## config.mk

```make
export PLATFORM = sky130hd
export DESIGN_NAME = fifo_param
export DESIGN_NICKNAME = d
export VERILOG_FILES = /design/src/rtl/fifo_pkg.sv /design/src/rtl/fifo_mux_n_1.sv /design/src/rtl/fifo_param.sv
export SDC_FILE = /design/constraint.sdc
export NUM_CORES = 1
export LEC_CHECK = 0
export ABC_AREA = 1
export BUFFER_PORTS_ARGS = -buffer_cell sky130_fd_sc_hd__buf_4
export CORE_UTILIZATION = 54
export DETAILED_ROUTE_END_ITERATION = 8
export PLACE_DENSITY = 0.78
export SYNTH_ARGS = -nofsm -noshare
export SYNTH_HDL_FRONTEND = slang
export SYNTH_SLANG_ARGS = --single-unit
```

## constraint.sdc

```tcl
create_clock -name rd_clk -period 1.8 [get_ports rd_clk]
set_input_delay 0.09 -clock rd_clk [delete_from_list [all_inputs] [get_ports rd_clk]]
set_output_delay 0.09 -clock rd_clk [all_outputs]
set_load 0.02 [all_outputs]
```

## src/rtl/fifo_pkg.sv

```systemverilog
// Shared constants and helpers for the parametrised FIFO family.
package fifo_pkg;

    localparam int FIFO_BW    = 4;
    localparam int FIFO_DEPTH = 8;

    // Pointer width: index bits plus one wrap bit.
    function automatic int ptr_w(input int depth);
        return $clog2(depth) + 1;
    endfunction

endpackage

```

## src/rtl/fifo_mux_n_1.sv

```systemverilog
// depth:1 read mux selecting the head entry from the storage array.
module fifo_mux_n_1
    import fifo_pkg::*;
#(
    parameter int bw    = FIFO_BW,
    parameter int simd  = 1,
    parameter int depth = FIFO_DEPTH
) (
    input  logic [depth-1:0][bw*simd-1:0] data,
    input  logic [$clog2(depth)-1:0]      sel,
    output logic [bw*simd-1:0]            y
);

    always_comb begin
        y = data[sel];
    end

endmodule

```

## src/rtl/fifo_param.sv

```systemverilog
// Parametrised single-clock first-word-fall-through FIFO with occupancy,
// almost-full/almost-empty thresholds and sticky overflow/underflow flags.
module fifo_param
    import fifo_pkg::*;
#(
    parameter int bw        = FIFO_BW,
    parameter int simd      = 1,
    parameter int depth     = FIFO_DEPTH,
    parameter int af_margin = 2,
    parameter int ae_margin = 2
) (
    input  logic                       rd_clk,
    input  logic                       reset,
    input  logic                       wr,
    input  logic [bw*simd-1:0]         in,
    input  logic                       rd,
    input  logic                       clr_err,
    output logic [bw*simd-1:0]         out,
    output logic                       o_full,
    output logic                       o_empty,
    output logic                       o_afull,
    output logic                       o_aempty,
    output logic [ptr_w(depth)-1:0]    o_count,
    output logic                       o_overflow,
    output logic                       o_underflow
);

    localparam int PW = ptr_w(depth);
    localparam int AW = PW - 1;
    localparam int W  = bw * simd;
    localparam logic [PW-1:0] AF_LEVEL = PW'(depth - af_margin);
    localparam logic [PW-1:0] AE_LEVEL = PW'(ae_margin);

    if ((depth < 2) || ((depth & (depth - 1)) != 0)) begin : g_bad_depth
        $error("fifo_param: depth must be a power of 2 and at least 2");
    end
    if ((af_margin >= depth) || (ae_margin >= depth)) begin : g_bad_margin
        $error("fifo_param: af_margin and ae_margin must be below depth");
    end

    logic [depth-1:0][W-1:0] mem_q, mem_d;
    logic [PW-1:0]           wr_ptr_q, wr_ptr_d;
    logic [PW-1:0]           rd_ptr_q, rd_ptr_d;
    logic                    overflow_q, overflow_d;
    logic                    underflow_q, underflow_d;
    logic                    empty, full, wr_acc, rd_acc;
    logic [PW-1:0]           count;

    assign empty  = (rd_ptr_q == wr_ptr_q);
    assign full   = (rd_ptr_q[AW-1:0] == wr_ptr_q[AW-1:0]) && (rd_ptr_q[AW] != wr_ptr_q[AW]);
    assign count  = wr_ptr_q - rd_ptr_q;
    // When full, a same-cycle pop frees the slot the write lands in.
    assign wr_acc = wr && (!full || rd);
    assign rd_acc = rd && !empty;

    always_comb begin
        mem_d       = mem_q;
        wr_ptr_d    = wr_ptr_q;
        rd_ptr_d    = rd_ptr_q;
        overflow_d  = overflow_q;
        underflow_d = underflow_q;
        if (wr_acc) begin
            mem_d[wr_ptr_q[AW-1:0]] = in;
            wr_ptr_d                = wr_ptr_q + PW'(1);
        end
        if (rd_acc) begin
            rd_ptr_d = rd_ptr_q + PW'(1);
        end
        // A new error in the same cycle as clr_err keeps its flag set.
        if (clr_err) begin
            overflow_d  = 1'b0;
            underflow_d = 1'b0;
        end
        if (wr && !wr_acc) begin
            overflow_d = 1'b1;
        end
        if (rd && !rd_acc) begin
            underflow_d = 1'b1;
        end
    end

    always_ff @(posedge rd_clk) begin
        if (reset) begin
            mem_q       <= '0;
            wr_ptr_q    <= '0;
            rd_ptr_q    <= '0;
            overflow_q  <= 1'b0;
            underflow_q <= 1'b0;
        end else begin
            mem_q       <= mem_d;
            wr_ptr_q    <= wr_ptr_d;
            rd_ptr_q    <= rd_ptr_d;
            overflow_q  <= overflow_d;
            underflow_q <= underflow_d;
        end
    end

    fifo_mux_n_1 #(
        .bw    (bw),
        .simd  (simd),
        .depth (depth)
    ) u_read_mux (
        .data (mem_q),
        .sel  (rd_ptr_q[AW-1:0]),
        .y    (out)
    );

    assign o_empty     = empty;
    assign o_full      = full;
    assign o_count     = count;
    assign o_afull     = (count >= AF_LEVEL);
    assign o_aempty    = (count <= AE_LEVEL);
    assign o_overflow  = overflow_q;
    assign o_underflow = underflow_q;

endmodule
```

== Yosys cells after proc, flatten, opt, wreduce, memory -nomap -nowiden ==
Cells that the tools add are included.

* Reduce and logical (&&, ||, !) cells: 13
* Multiplexer cells: 8
* Equality and inequality tests: 3
* Add/sub/neg operators: 3
* Order comparisons: 5

{| class="wikitable"
|+ Operators by type and width
! operator !! number
|-
| 32-bit bitwise mux || 1
|-
| 4-bit binary-select mux with 3-bit select || 1
|-
| 4-bit demux with 3-bit select || 1
|-
| 4-bit by 1-bit adder with 4-bit output, second input constant || 2
|-
| 3-bit by 4-bit less-than comparator with 1-bit output, second input constant || 2
|-
| 4-bit two-way mux || 2
|-
| 1-bit logical AND || 6
|-
| 4-bit == test || 1
|-
| 4-bit by 3-bit >= comparator with 1-bit output, second input constant || 1
|-
| 4-bit by 2-bit <= comparator with 1-bit output, second input constant || 1
|-
| 1-bit zero test || 4
|-
| 2-bit nonzero test || 2
|-
| 4-bit subtractor || 1
|-
| 3-bit == test || 1
|-
| 3-bit by 1-bit >= comparator with 1-bit output, second input constant || 1
|-
| 1-bit two-way mux || 3
|-
| 1-bit logical OR || 1
|-
| 1-bit inequality test || 1
|}

* Register bits after elaboration: 42
* Logic and storage cells: 44
* Input port bits: 9
* Output and inout port bits: 14

== Longest topological paths before layout ==
Gate-level depths: netlist of the first run.

* Word-level depth: 8
* Depth in mapped cells: 11
* Mapped depth without buffers: 9

== By module ==
From an unflattened synthesis of the first run, not the netlist that was laid out.

* Cells, all modules: 456
* Area, all modules: 2877.8 µm²

{| class="wikitable"
|+ By module, submodules not included
! module !! seq. area each (µm²) !! area an instance (µm²) !! cells an instance !! instances
|-
| fifo_param || 840.8 || 2433.6 || 349 || 1
|-
| fifo_mux_n_1 || 0.0 || 444.2 || 107 || 1
|}

== Worst setup path after synthesis of the first run ==
Ideal clock, no wire load.

* Kind: flip-flop to output port
* Start: register rd_ptr_q[2]
* End: output port o_aempty
* Required time: 1710 ps
* Buffers on the path: 1
* Cell stages (with the launch flop): 8
* Path slack: -292 ps
* Data arrival time: 2002 ps
* Cells stage by stage: dfxtp_1 clkbuf_1 inv_1 ha_1 nand2_1 o21ai_0 xor2_1 nor2_1

* Longest elaborated chain between the ends: 2

{| class="wikitable"
|+ RTL lines
! what !! RTL line !! text
|-
| start, declared || fifo_param.sv:43 || <nowiki>logic [PW-1:0] rd_ptr_q, rd_ptr_d;</nowiki>
|-
| start signal, assigned || fifo_param.sv:92 || <nowiki>rd_ptr_q <= rd_ptr_d;</nowiki>
|-
| 4-bit subtractor || fifo_param.sv:51 || <nowiki>assign count = wr_ptr_q - rd_ptr_q;</nowiki>
|-
| net o_count[3] || fifo_param.sv:23 || <nowiki>output logic [ptr_w(depth)-1:0] o_count,</nowiki>
|-
| 4-bit by 2-bit <= comparator with 1-bit output || fifo_param.sv:112 || <nowiki>assign o_aempty = (count <= AE_LEVEL);</nowiki>
|-
| end, declared || fifo_param.sv:22 || <nowiki>output logic o_aempty,</nowiki>
|}

The timed path passes the listed nets, and every way through them passes these cells.

== Worst setup path after layout of the first run ==
* Start: register rd_ptr_q[0]
* End: output port o_afull

* Longest elaborated chain between the ends: 2

{| class="wikitable"
|+ RTL lines
! what !! RTL line !! text
|-
| 4-bit subtractor || fifo_param.sv:51 ||
|-
| 4-bit by 3-bit >= comparator with 1-bit output || fifo_param.sv:111 || <nowiki>assign o_afull = (count >= AF_LEVEL);</nowiki>
|-
| end, declared || fifo_param.sv:21 || <nowiki>output logic o_afull,</nowiki>
|}

No other way between the ends.

==> results.toml, run 1 <==
[min_path]
hp-class = "in -> reg"

[critical_path]
crit_fanout = 4
crit_path_start = "rd_ptr_q[0]$_SDFFE_PP0P_"
reg2reg_depth = 10
crit_type = "reg -> out"
worst_path_largest_cell_delay_ns = 0.39
cp.required_ns = 1.71
end_kind = "output pin"
path_buf_inv = 1
r2r_slack_ns = 0.14
timing.rr.start = "rd_ptr_q[1]$_SDFFE_PP0P_"
crit_family = "adder cells"
critical_path_depth = 5
cp-endpoint = "o_afull"
startpoint_type = "flop"
slowest_stage = "dfxtp_4"
rr_endpoint = "mem_q[10]$_SDFFE_PP0P_"
path_cells = "ha_4 -> fa_2 -> xor2_2 -> o21ai_1 -> buf_4"
worstPathArrival_ns = 1.78

[drt]
drt_iter0_markers = 199
antenna_left = 0
firstDrtPassIters = 5
wl_microns = 6821
avgRoutedWirePerCell_microns = 13.86
detail_route.vias_per_cell = 5.319
vias = 2617
remaining_drc_errors = 0

[synth]
ys_seq_area_share_pct = 31.39
syn_area_sq_um = 2679
syn_inst = 398
synth-edff-count = 0
synth_top_area_cell = "dfxtp_1"
ys_async_sr_fraction_pct = 0
synth_compound_area_share_pct = 9.902
syn_avg_cell_area_sq_um = 6.731
synth_area_leaders = "dfxtp_1, nand2_1, inv_1"
synth_top_family_by_area = "simple AND/OR/NAND/NOR gates"
synthSimpleGateAreaFrac_pct = 36.99
netlist_top_cells_count = "nand2_1, inv_1, nor2_1"
synthMuxAreaShare_pct = 0
synth_xor_area_share_pct = 1.962
synth_most_common_cell = "nand2_1"
ys_warn_count = 0
yosysTopAreaCellShare_pct = 31.39
synth.distinct_cells = 27
synth_flop_cell = "dfxtp_1"
synth_nets = 413
synthAdderAreaFrac_pct = 3.083
synth-seq-cells = 42

[pwr]
p_sw_w = 0.0009918
combinationalPowerShare_pct = 37.2
total_power_w = 0.002654
p_per_area_nw_per_um2 = 848.8
seqPwrFrac_pct = 37.8
irDropWorstVdd_mv = 0.3922
clkPwrFrac_pct = 25.0
p_sw_share_pct = 37.37
p_leak_nw = 1.410
p_int_w = 0.001662

[die]
start_util_pct = 56.34
die_height_microns = 72.43
dieArea_sq_um = 5246
placement_rows = 25
die_x_microns = 72.43
coreArea_sq_um = 4755
io_pins = 23

[global_route]
grt_overflow_total = 0
grt_first_pass_wirelength_microns = 11290
grt_max_degree = 33
antenna_found_initial = 0
grt_pass1_vias = 2466
grtUsageTotal_pct = 27.79

[timing]
rsz0062_at_grt = "yes"
period_share_pct = 104.0
hold_viol = 0
max-slew-margin-rel_pct = 61.91
hold-worst-slack_ns = 0.004643
worst_pin_slew_ns = 0.5678
fin_skew_ns = 0.008268
layout_min_cycle_time_ns = 1.872
slew_violations = 0
max_freq_mhz = 534.2
setup_violations = 3
fin_ws_ns = -0.07211

[clock_tree]
cts-root-buf = "clkbuf_8"
cts_tree = "built"
cts_buffer_depth = 2
cts_sinks = 42
clk_latency_ns = 0.30
cts_made_buffers = 5
cts_hold_buffers = 0
htree_levels = 2
clk_pin_slew_worst_paths_ns = 0.08

[finish]
finalNonFillerCells = 492
fin_util_pct = 65.76
diodes = 0
nNetsFinal = 439
syn2layout_area_growth_pct = 16.72
final_design_area_no_fill_sq_um = 3127
layout-drive-gt1-share_pct = 20.00

[placement]
placedCellCount = 481
port_buffers = 22
place_hpwl_microns = 4629
postPlaceCellArea_sq_um = 2930
place_congestion = 0.8264

[outcome]
violations = "negative setup slack"
status = "finished, violations left"

[run]
drv_cap = 0
final cells by class:
cell class / count / area, sq um
Clock inverter: 2 / 12.51
Tap cell: 67 / 83.83
Clock buffer: 6 / 82.58
Fill cell: 428 / 1628
Timing Repair inverter: 1 / 7.507
Inverter: 85 / 324.1
Multi-Input combinational cell: 251 / 1444
Sequential cell: 42 / 850.8
Timing Repair Buffer: 38 / 321.6
through the flow:
stage	setup TNS [ns]	worst slack (ns)
6_report	-0.1530	-0.07211
4_1_cts	-0.01847	-0.01847
3_5_place_dp	0	0.09533
2_1_floorplan	-0.1104	-0.1104
5_1_grt	-0.2854	-0.1288
3_3_place_gp	0	0.1396
kinds of logic after synthesis:
group | Yosys count
adders and majority gates | 6
xor gates and xnor gates | 6
DFF | 42
buffers and inverters | 105
and+or+nand+nor | 188
AOI/OAI and AO/OA | 51
worst min path at each step:
| stage | slack, ns | startpoint | cells past startpoint | end |
|---|---|---|---|---|
| 2_1_floorplan | 0.16 | reset | 1 | o_overflow$_SDFFE_PP0P_ |
| 3_3_place_gp | 0.32 | reset | 2 | o_underflow$_SDFFE_PP0P_ |
| 3_5_place_dp | 0.33 | reset | 2 | wr_ptr_q[2]$_SDFFE_PP0P_ |
| 4_1_cts | 0.006 | reset | 2 | rd_ptr_q[2]$_SDFFE_PP0P_ |
| 5_1_grt | 0.006 | reset | 2 | wr_ptr_q[2]$_SDFFE_PP0P_ |
| 6_report | 0.005 | reset | 2 | wr_ptr_q[2]$_SDFFE_PP0P_ |
power groups by stage:
stage | logic [W] | clock network [W] | registers, W
2_1_floorplan | 0.000584 | 0 | 0.00101
3_3_place_gp | 0.000873 | 0 | 0.00101
3_5_place_dp | 0.000893 | 0 | 0.00101
4_1_cts | 0.000929 | 0.000662 | 0.000995
5_1_grt | 0.00106 | 0.000702 | 0.00101
6_report | 0.000987 | 0.000663 | 0.00100
repair_timing:
item	in CTS	in global routing
buffers inserted	1	1
gates cloned	0	1
pin swaps	6	5
setup endpoints to repair	4	10
resized for setup	14	12
flip-flops by register name, summed over array words and instances, names as in the netlist:
signal       count
o_overflow       1
mem_q           32
o_underflow      1
rd_ptr_q         4
wr_ptr_q         4
per-layer routing:
| metal | vias up | part of all wire [%] | GRT usage (%) |
|---|---|---|---|
| li1 | 1297 | - | - |
| met1 | 1198 | 44 | 35.03 |
| met2 | 98 | 48 | 46.21 |
| met3 | 24 | 5.4 | 5.694 |
| met4 | 0 | 2.8 | 11.55 |
| met5 | - | 0 | 0 |
cells in the final DEF (no fill, tap or decap), types with 4 or more instances in the layout:
| cell | count |
|---|---|
| nand3_4 | 7 |
| o21ai_0 | 20 |
| nand2_1 | 82 |
| nor3_4 | 6 |
| nor2_1 | 44 |
| nand3_1 | 11 |
| dfxtp_1 | 36 |
| xor2_1 | 5 |
| o21a_1 | 4 |
| buf_4 | 33 |
| clkbuf_8 | 6 |
| a21oi_1 | 22 |
| inv_2 | 6 |
| dfxtp_2 | 5 |
| nand4_1 | 33 |
| inv_1 | 76 |
(Power assumes the default switching activity.)
==> inputs of run 2 (changes only) <==
==> constraint.sdc (replaced) <==
create_clock -name rd_clk -period 1.8 [get_ports rd_clk]
set_input_delay 0.09 -clock rd_clk [delete_from_list [all_inputs] [get_ports rd_clk]]
set_output_delay 0.09 -clock rd_clk [all_outputs]
set_load 0.05 [all_outputs]
==> results.toml, run 2 (synthesized netlist as in run 1, its figures left out) <==
[die]
io_pins = 23
start_util_pct = 56.34
coreArea_sq_um = 4755
die_x_microns = 72.43
dieArea_sq_um = 5246
placement_rows = 25
die_height_microns = 72.43

[drt]
antenna_left = 0
drt_iter0_markers = 131
wl_microns = 7003
vias = 2624
avgRoutedWirePerCell_microns = 14.01
remaining_drc_errors = 0
detail_route.vias_per_cell = 5.248
firstDrtPassIters = 4

[critical_path]
crit_type = "reg -> out"
end_kind = "output pin"
crit_family = "flip-flops"
worst_path_largest_cell_delay_ns = 0.35
slowest_stage = "dfxtp_2"
cp.required_ns = 1.71
cpMostUsedCell = "o21ai_4"
worstPathArrival_ns = 1.85
path_cells = "clkinv_2 -> ha_1 -> nand2_2 -> o21ai_4 -> xor2_2 -> o21ai_4 -> buf_6"
path_buf_inv = 2
startpoint_type = "flop"
crit_fanout = 2

[global_route]
grt_max_degree = 30
grtUsageTotal_pct = 26.84
antenna_found_initial = 0
grt_pass1_vias = 2395
grt_first_pass_wirelength_microns = 10920
grt_overflow_total = 0

[placement]
placedCellCount = 481
dp_worst_setup_slack_ns = 0.05790
place_hpwl_microns = 4533
port_buffers = 22
place_congestion = 0.7989

[timing]
fin_ws_ns = -0.1360
layout_min_cycle_time_ns = 1.936
max-slew-margin-rel_pct = 44.61
setup_violations = 6
worst_pin_slew_ns = 0.8257
slew_violations = 0
hold_viol = 0
tns_ns = -0.4392
rsz0062_at_grt = "yes"
period_share_pct = 107.6
max_freq_mhz = 516.5
fin_skew_ns = 0.01075

[pwr]
p_per_area_nw_per_um2 = 927.8
total_power_w = 0.003052
p_leak_nw = 1.457
irDropWorstVdd_mv = 0.5080

[finish]
largest_reg_flops = 32
top_register = "mem_q"
diodes = 0
finalNonFillerCells = 500
layout_common_cells = "nand2_1, inv_1, nor2_1, dfxtp_1, buf_4"
syn2layout_area_growth_pct = 22.79
layout-drive-gt1-share_pct = 22.86
nNetsFinal = 447
top_regs = "mem_q: 32 flops, rd_ptr_q: 4 flops, wr_ptr_q: 4 flops"
final_common_cell = "nand2_1"

[clock_tree]
clk_pin_slew_worst_paths_ns = 0.08
clk_latency_ns = 0.31
cts_tree = "built"
cts_hold_buffers = 0
cts-root-buf = "clkbuf_8"
cts_sinks = 42
cts_made_buffers = 5
cts_buffer_depth = 2
htree_levels = 2

[run]
drv_cap = 0

[outcome]
status = "finished, violations left"
violations = "negative setup slack"

[min_path]
hp-class = "in -> reg"
==> run 2: changes by cell type in the layout (fill, tap and decap cells not counted), moves of 2 or more <==
cell	delta
buf_4	+4
dfxtp_2	-3
nor2_1	-3
nor2_4	+3
buf_6	+2
buf_8	+2
dfxtp_1	+2
inv_2	-2
o21ai_1	-2
o21ai_4	+2
xor2_1	-2
==> run 2: what timing repair did <==
item                                   4_1_cts  5_1_grt
endpoints found under the hold margin        0        0
pin swaps                                    6        2
gates resized for setup                     11       11
cloned                                       0        1
setup buffers                                5        5
setup endpoints to repair                    7       29
==> run 2: layout make-up <==
class                           count  area, sq um
Tap cell                           67        83.83
Inverter                           85        335.3
Sequential cell                    42        850.8
Timing Repair Buffer               46        404.1
Fill cell                         430         1465
Multi-Input combinational cell    252         1520
Clock inverter                      2        12.51
Clock buffer                        6        82.58
==> run 2: metrics by stage <==
stage	hold WS, ns	utilization (%)	area (sq um)
finish	0.02064	69.18	3289
global route	0.01085	69.18	3289
CTS	0.009326	67.37	3203
detailed placement	0.3319	63.79	3033
global placement	0.3218	63.79	3033
floorplan	0.1517	-	2795
==> run 2: final timing paths <==
path	to	start	cells past startpoint	slack, ns
setup / recovery	o_afull	rd_ptr_q[1]$_SDFFE_PP0P_	7	-0.14
hold reg to reg	o_overflow$_SDFFE_PP0P_	o_overflow$_SDFFE_PP0P_	2	0.47
hold / removal	rd_ptr_q[2]$_SDFFE_PP0P_	reset	2	0.02
setup reg to reg	mem_q[12]$_SDFFE_PP0P_	rd_ptr_q[1]$_SDFFE_PP0P_	10	0.06
==> run 2: layer usage <==
layer | global-route usage [%] | vias up | wire length, microns
met1 | 33.76 | 1212 | 3016
met5 | 0 | - | 0
met2 | 44.03 | 75 | 3476
li1 | - | 1317 | -
met4 | 11.76 | 0 | 203
met3 | 5.972 | 20 | 307
==> run 2: power breakdown <==
group	switching (W)	total [W]	leakage, nW	internal (W)
registers	0.0000298	0.00100	0.343	0.000973
logic	0.000895	0.00138	1.07	0.000488
clock network	0.000357	0.000666	0.0472	0.000309
total	0.00128	0.00305	1.46	0.00177
==> inputs of run 3 (changes only) <==
==> constraint.sdc (replaced) <==
create_clock -name rd_clk -period 1.8 [get_ports rd_clk]
set_input_delay 0.09 -clock rd_clk [delete_from_list [all_inputs] [get_ports rd_clk]]
set_output_delay 0.09 -clock rd_clk [all_outputs]
set_load 0.1 [all_outputs]
==> results.toml, run 3 (synthesized netlist as in run 1, its figures left out) <==
[drt]
detail_route.vias_per_cell = 5.510
wl_microns = 8171
vias = 2821
avgRoutedWirePerCell_microns = 15.96
drt_iter0_markers = 311
firstDrtPassIters = 5
antenna_left = 0
remaining_drc_errors = 0

[placement]
port_buffers = 22
placedCellCount = 485
place_congestion = 0.8235
place_hpwl_microns = 4500

[finish]
layout-drive-gt1-share_pct = 30.34
largest_reg_flops = 32
final_common_cell = "nand2_1"
top_register = "mem_q"
diodes = 0
finalNonFillerCells = 512
nNetsFinal = 459
top_regs = "mem_q: 32 flops, rd_ptr_q: 4 flops, wr_ptr_q: 4 flops"
layout_common_cells = "nand2_1, inv_1, nor2_1, dfxtp_1"
syn2layout_area_growth_pct = 37.74

[pwr]
combinationalPowerShare_pct = 56.0
p_leak_nw = 1.589
p_sw_share_pct = 46.29
irDropWorstVdd_mv = 0.9420
p_per_area_nw_per_um2 = 1022
p_sw_w = 0.001745
total_power_w = 0.003769
seqPwrFrac_pct = 26.8
clkPwrFrac_pct = 17.3
p_int_w = 0.002025

[timing]
rsz0062_at_grt = "yes"
hold_viol = 0
max-slew-margin-rel_pct = 56.16
period_share_pct = 110.1
hold-worst-slack_ns = 0.05671
fin_ws_ns = -0.1812
worst_pin_slew_ns = 0.6536
fin_skew_ns = 0.007450
tns_ns = -0.6651
max_freq_mhz = 504.7
slew_violations = 0
layout_min_cycle_time_ns = 1.981
setup_violations = 9

[clock_tree]
cts_made_buffers = 5
cts_sinks = 42
cts_tree = "built"
clk_pin_slew_worst_paths_ns = 0.09
htree_levels = 2
clk_latency_ns = 0.30
cts-root-buf = "clkbuf_8"
cts_buffer_depth = 2

[run]
drv_cap = 0

[die]
die_height_microns = 72.43
dieArea_sq_um = 5246
placement_rows = 25
die_x_microns = 72.43
start_util_pct = 56.34
coreArea_sq_um = 4755
io_pins = 23

[global_route]
grt_overflow_total = 0
antenna_found_initial = 0
grtUsageTotal_pct = 28.01
grt_first_pass_wirelength_microns = 11250
grt_pass1_vias = 2507
grt_max_degree = 33

[critical_path]
worstPathArrival_ns = 1.89
startpoint_type = "flop"
crit_type = "reg -> out"
end_kind = "output pin"
cp.required_ns = 1.71
crit_fanout = 3
reg2reg_depth = 11

[outcome]
violations = "negative setup slack"
status = "finished, violations left"

[min_path]
hp-class = "in -> reg"
holdPathStages = 4
## run 3: cell count changes in the layout (fill, tap and decap cells not counted), sizes merged
cell | before | now
dlygate4sd3 | 0 | 1
clkinvlp | 3 | 5
inv | 81 | 80
buf | 46 | 51
bufbuf | 0 | 1
clkbuf | 6 | 10
## run 3: layout make-up
class / instances / area (sq um)
multi-input combinational: 252 / 1624
fill: 316 / 1065
sequential: 42 / 853.3
timing repair buffer: 56 / 676.9
inverter: 85 / 345.3
clock buffer: 7 / 86.33
tap: 67 / 83.83
timing repair inverter: 2 / 15.01
clock inverter: 1 / 5.005
## run 3: path summary, 6_finish.rpt
path | from | end | slack (ns)
worst max-delay path | wr_ptr_q[0]$_SDFFE_PP0P_ | o_aempty | -0.18
worst min-delay path | clr_err | o_underflow$_SDFFE_PP0P_ | 0.06
worst max register to register | rd_ptr_q[1]$_SDFFE_PP0P_ | mem_q[30]$_SDFFE_PP0P_ | 0.02
worst min register to register | o_underflow$_SDFFE_PP0P_ | o_underflow$_SDFFE_PP0P_ | 0.47
## run 3: critical path, stage by stage (launching register included)
cell and delay [ns]:
dfxtp_4 0.39, inv_8 0.04, ha_4 0.16, fa_2 0.38
xor2_4 0.22, o21ai_2 0.11, nor2_4 0.12, buf_12 0.18
## run 3: metrics by stage
step / setup WS (ns) / area (sq um) / util [%]
floorplan: -0.3252 / 2859 / -
global placement: -0.009895 / 3104 / 65.29
detailed placement: -0.03508 / 3104 / 65.29
CTS: -0.1127 / 3428 / 72.11
global route: -0.2273 / 3690 / 77.61
finish: -0.1812 / 3690 / 77.61
## run 3: power groups by stage
stage	Sequential (W)	Combinational (W)	Clock (W)
after floorplan	0.00104	0.00130	0
after global placement	0.00102	0.00162	0
after detailed placement	0.00102	0.00164	0
after CTS	0.00101	0.00194	0.000638
after global routing	0.00101	0.00218	0.000686
final	0.00101	0.00211	0.000651
## run 3: routing by layer
metal	up-vias	global-route usage (%)	routed length, microns
li1	1348	-	-
met1	1295	34.92	3399
met2	148	47.98	3969
met3	30	5.417	532
met4	0	10.24	270
met5	-	0	0
## run 3: timing repair
action | 4_1_cts | 5_1_grt
hold endpoints to repair | 1 | 0
buffers inserted | 4 | 9
cloned | 3 | 4
endpoints found under the setup margin | 11 | 42
hold buffers | 1 | 0
pin swaps | 8 | 11
resized for setup | 35 | 42
